`src/rtl/stack_arbiter.sv`:
```
// Two-requester round-robin front end for a single hardware stack.
// Sequences push, peek-refresh and pop cycles and flags full/empty misuse.
module stack_arbiter #(
   parameter int WIDTH = 8
) (
   input  logic             clk,
   input  logic             clr,
   input  logic             req0,
   input  logic             op0,
   input  logic [WIDTH-1:0] wdata0,
   output logic             ack0,
   input  logic             req1,
   input  logic             op1,
   input  logic [WIDTH-1:0] wdata1,
   output logic             ack1,
   output logic [WIDTH-1:0] rdata,
   output logic             err,
   output logic             busy,
   output logic             stk_en,
   output logic             stk_c,
   output logic [WIDTH-1:0] stk_push,
   input  logic [WIDTH-1:0] stk_peek,
   input  logic             stk_full,
   input  logic             stk_not_empty
);

   typedef enum logic [2:0] {
      IDLE,
      PUSH,
      SYNC,
      POP,
      DONE
   } state_t;

   state_t           state_q, state_d;
   logic             gnt_q, gnt_d;
   logic             last_q, last_d;
   logic             op_q, op_d;
   logic [WIDTH-1:0] wdata_q, wdata_d;
   logic             err_q, err_d;
   logic [WIDTH-1:0] rdata_q, rdata_d;
   logic             ack0_q, ack0_d;
   logic             ack1_q, ack1_d;
   logic             busy_q, busy_d;
   logic             en_q, en_d;
   logic             c_q, c_d;
   logic [WIDTH-1:0] push_q, push_d;
   logic             sel;

   // Next state, latched fields and the Moore outputs of the next state
   always_comb begin
      state_d = state_q;
      gnt_d   = gnt_q;
      last_d  = last_q;
      op_d    = op_q;
      wdata_d = wdata_q;
      err_d   = err_q;
      rdata_d = rdata_q;
      sel     = 1'b0;
      unique case (state_q)
         IDLE: begin
            if (req0 || req1) begin
               sel     = (req0 && req1) ? ~last_q : req1;
               gnt_d   = sel;
               last_d  = sel;
               op_d    = sel ? op1 : op0;
               wdata_d = sel ? wdata1 : wdata0;
               if (op_d && !stk_full) begin
                  state_d = PUSH;
               end else if (!op_d && stk_not_empty) begin
                  state_d = SYNC;
               end else begin
                  state_d = DONE;
                  err_d   = 1'b1;
                  rdata_d = '0;
               end
            end
         end
         PUSH: state_d = DONE;
         SYNC: state_d = POP;
         POP: begin
            state_d = DONE;
            rdata_d = stk_peek;
         end
         DONE: begin
            state_d = IDLE;
            err_d   = 1'b0;
         end
         default: state_d = IDLE;
      endcase
      ack0_d = (state_d == DONE) && !gnt_d;
      ack1_d = (state_d == DONE) && gnt_d;
      busy_d = (state_d != IDLE);
      en_d   = (state_d == PUSH) || (state_d == POP);
      c_d    = (state_d == PUSH);
      push_d = (state_d == PUSH) ? wdata_d : '0;
   end

   // State, latched request fields and registered outputs
   always_ff @(posedge clk) begin
      if (clr) begin
         state_q <= IDLE;
         gnt_q   <= 1'b0;
         last_q  <= 1'b1;
         op_q    <= 1'b0;
         wdata_q <= '0;
         err_q   <= 1'b0;
         rdata_q <= '0;
         ack0_q  <= 1'b0;
         ack1_q  <= 1'b0;
         busy_q  <= 1'b0;
         en_q    <= 1'b0;
         c_q     <= 1'b0;
         push_q  <= '0;
      end else begin
         state_q <= state_d;
         gnt_q   <= gnt_d;
         last_q  <= last_d;
         op_q    <= op_d;
         wdata_q <= wdata_d;
         err_q   <= err_d;
         rdata_q <= rdata_d;
         ack0_q  <= ack0_d;
         ack1_q  <= ack1_d;
         busy_q  <= busy_d;
         en_q    <= en_d;
         c_q     <= c_d;
         push_q  <= push_d;
      end
   end

   assign ack0     = ack0_q;
   assign ack1     = ack1_q;
   assign rdata    = rdata_q;
   assign err      = err_q;
   assign busy     = busy_q;
   assign stk_en   = en_q;
   assign stk_c    = c_q;
   assign stk_push = push_q;

endmodule
```
`config.mk`:
```
export PLATFORM = sky130hd
export DESIGN_NAME = stack_arbiter
export DESIGN_NICKNAME = d
export VERILOG_FILES = /design/src/rtl/stack_arbiter.sv
export SDC_FILE = /design/constraint.sdc
export NUM_CORES = 1
export LEC_CHECK = 0
export CORE_AREA = 2 2 68 70
export DETAILED_ROUTE_END_ITERATION = 6
export DIE_AREA = 0 0 70 72
export PLACE_DENSITY_LB_ADDON = 0.05
export SLEW_MARGIN = 25
export SYNTH_ARGS = -nofsm -noshare
export SYNTH_HDL_FRONTEND = slang
export SYNTH_SLANG_ARGS = --single-unit
```
`constraint.sdc`:
```
create_clock -name clk -period 1.6 [get_ports clk]
set_clock_uncertainty 0.1 [all_clocks]
set_input_delay 0.48 -clock clk [delete_from_list [all_inputs] [get_ports clk]]
set_output_delay 0.48 -clock clk [all_outputs]
set_load 0.05 [all_outputs]
```
==> results.ini, run 1 <==
[critical_path]
worstSetupPathType=primary input to register
arrival_ps=1740
cpMaxStageDelayCell=or4_4
ff2ff_setup_slack_ps=10
start_kind=primary input
worstSetupEndpointType=register
worstPathRequired_ps=1730
slowest_delay_ps=570
crit_chain=clkdlybuf4s50_1, or4_4, buf_8, nor2_1
crit_fanout=5

[floorplanning]
fp.dieW_um=70
die_h_um=72
core_region_area_um2=4264
pin_count=54
dieArea_um2=5040
std_cell_rows=24
initial_utilization=0.3436

[final_layout]
layout_commonest_cell=dfxtp_1
antennaDiodeCount=0
finalNetCount=268
drive_above_1_share=0.3713
most-common-layout-cells=dfxtp_1, clkdlybuf4s50_1, buf_12
utilization=0.6385
area_delta_synth_final_pct=85.82

[logic_synthesis]
ys_types=31
avgSynthCellArea_um2=8.989
syn_area_um2=1465
post-synth-top-area-fraction=0.4782
yosysWarnings=0
synth.area.top_cells=dfxtp_1, mux2_2, nor2_1, mux2i_1, o2111ai_1
synth-seq-cells=35
syn_inst=163
async_flop_share=0
synth-edff-count=0
yosysSeqAreaShare=0.4782
synth-main-ff-cell=dfxtp_1
synth.net_count=195
yosysTopAreaCell=dfxtp_1

[detailed_routing]
ant_nets=0
vias=1465
drt_wl_total_mm=4.221
routed_via_density=5.069
avgRoutedWirePerCell_um=14.61
first_pass_iters=4
drtIter0Drc=66
drc=0

[timing]
timing.final.ws_setup_ps=-9.408
rsz0062_at_grt=true
fin_hold_ws_ps=397.4
fmax_ghz=0.6213
fin_crit_sh=1.006
setup_viol=1
final-hold-violation-count=0
period_minus_slack_ps=1609
drv_slew=0
worst_pin_slew_ps=260.7
relSlewSlack=0.8243

[outcome]
status=complete, but fails checks
violations=setup timing

[clock_tree]
clock-sinks=35
clk_latency_ps=290
cts.path.max_buffers=2
cts_root_buf=clkbuf_8
cts_buffers=5
clkTransAtPathRegs_ps=70
cts_tree=done
htreeDepth=2

[grt]
gr-usage-all-layers=0.1770
grt_max_degree=17
overflow=0
grt_antenna_before_repair=0
grt_pass1_vias=1450
grt_first_pass_wirelength_mm=6.934

[pwr]
fin_total_pwr_uw=2756
power_density_nw_per_um2=1012
ir_drop_mv=0.5685
p_leak_uw=0.001083

[place]
gp_congestion=0.8620
dp_hpwl_mm=3.036
port_buffers=53
dp_worst_setup_slack_ps=-770.8

[worst_hold_path]
holdCritPathClass=register to register

[job]
maxCapViolations=0

## per-stage QoR
step / area (um2) / instances / setup TNS, ps
finish: 2723 / 289 / -9.408
global route: 2723 / 289 / -112.0
CTS: 2611 / 288 / 0
detailed placement: 2409 / 279 / -21610
global placement: 2409 / 279 / -20370
floorplan: 1478 / 163 / -1318
## metal layers
metal | routed length [um] | global-route usage
met5 | 0 | 0
met4 | 93 | 0.07906
met3 | 243 | 0.06667
met2 | 2227 | 0.3132
met1 | 1656 | 0.1893
## cell families after synthesis
| family | share of synthesized area |
|---|---|
| buffers and inverters | 0.03586 |
| muxes | 0.1161 |
| AOI/OAI and AO/OA | 0.1674 |
| DFF | 0.4782 |
| and+or+nand+nor | 0.2024 |
## critical path, delay by kind of cell
kind / cells / cell delay, ps
buffers and inverters: 2 / 600
and+or+nand+nor: 2 / 660
## repair_timing
item                                    in CTS  in global routing
endpoints found under the setup margin      33                 25
pin swaps                                    9                  4
hold buffers                                 0                  0
cloned                                       1                  1
gates resized for setup                     28                 22
buffers inserted                             0                  0
## synthesized netlist by cell type, drive strengths merged (5+ instances only)
cell type / count
a21oi: 5
clkbuf: 6
dfxtp: 35
mux2: 8
mux2i: 8
nand2: 13
nand3: 9
nor2: 22
nor2b: 8
o2111ai: 8
o21ai: 11
## path summary, 6_finish.rpt
check / from / to / cells past startpoint
max: clr / stk_push[5] / 4
min: wdata_q[5] / wdata_q[5] / 2
max reg2reg: last_q / stk_push[5] / 5
min reg2reg: wdata_q[5] / wdata_q[5] / 2
## sequential cells by signal, indices dropped and copies added (netlist names)
name,count
stk_c,1
busy,1
err,1
stk_en,1
state_q,3
wdata_q,8
rdata,8
stk_push,8
ack0,1
last_q,1
gnt_q,1
ack1,1
## cell type report
type	count	area, um2
clock buffers	5	68.82
clock inverters	3	67.56
flip-flops and latches	35	703.2
fillers	355	1541
repair buffers	75	950.9
inverters	4	15.01
well taps	52	65.06
multi-input cells	115	852.1
## where the power goes
part / leakage (uW) / switching [uW] / internal (uW)
registers: 0.000286 / 50.4 / 939
logic: 0.000733 / 381 / 435
clock network: 0.0000644 / 329 / 621
total: 0.00108 / 761 / 2000
Power figures use the tool's default switching activity.
==> run 2, diff against run 1 <==
--- a/config.mk
+++ b/config.mk
@@ -6,8 +6,10 @@
 export NUM_CORES = 1
 export LEC_CHECK = 0
 export CORE_AREA = 2 2 68 70
+export CTS_CLUSTER_SIZE = 28
 export DETAILED_ROUTE_END_ITERATION = 6
 export DIE_AREA = 0 0 70 72
+export HOLD_SLACK_MARGIN = 0.1
 export PLACE_DENSITY_LB_ADDON = 0.05
 export SLEW_MARGIN = 25
 export SYNTH_ARGS = -nofsm -noshare
==> results of run 2 <==
Same layout as run 1: the final DEF is identical, and so are final timing and power.
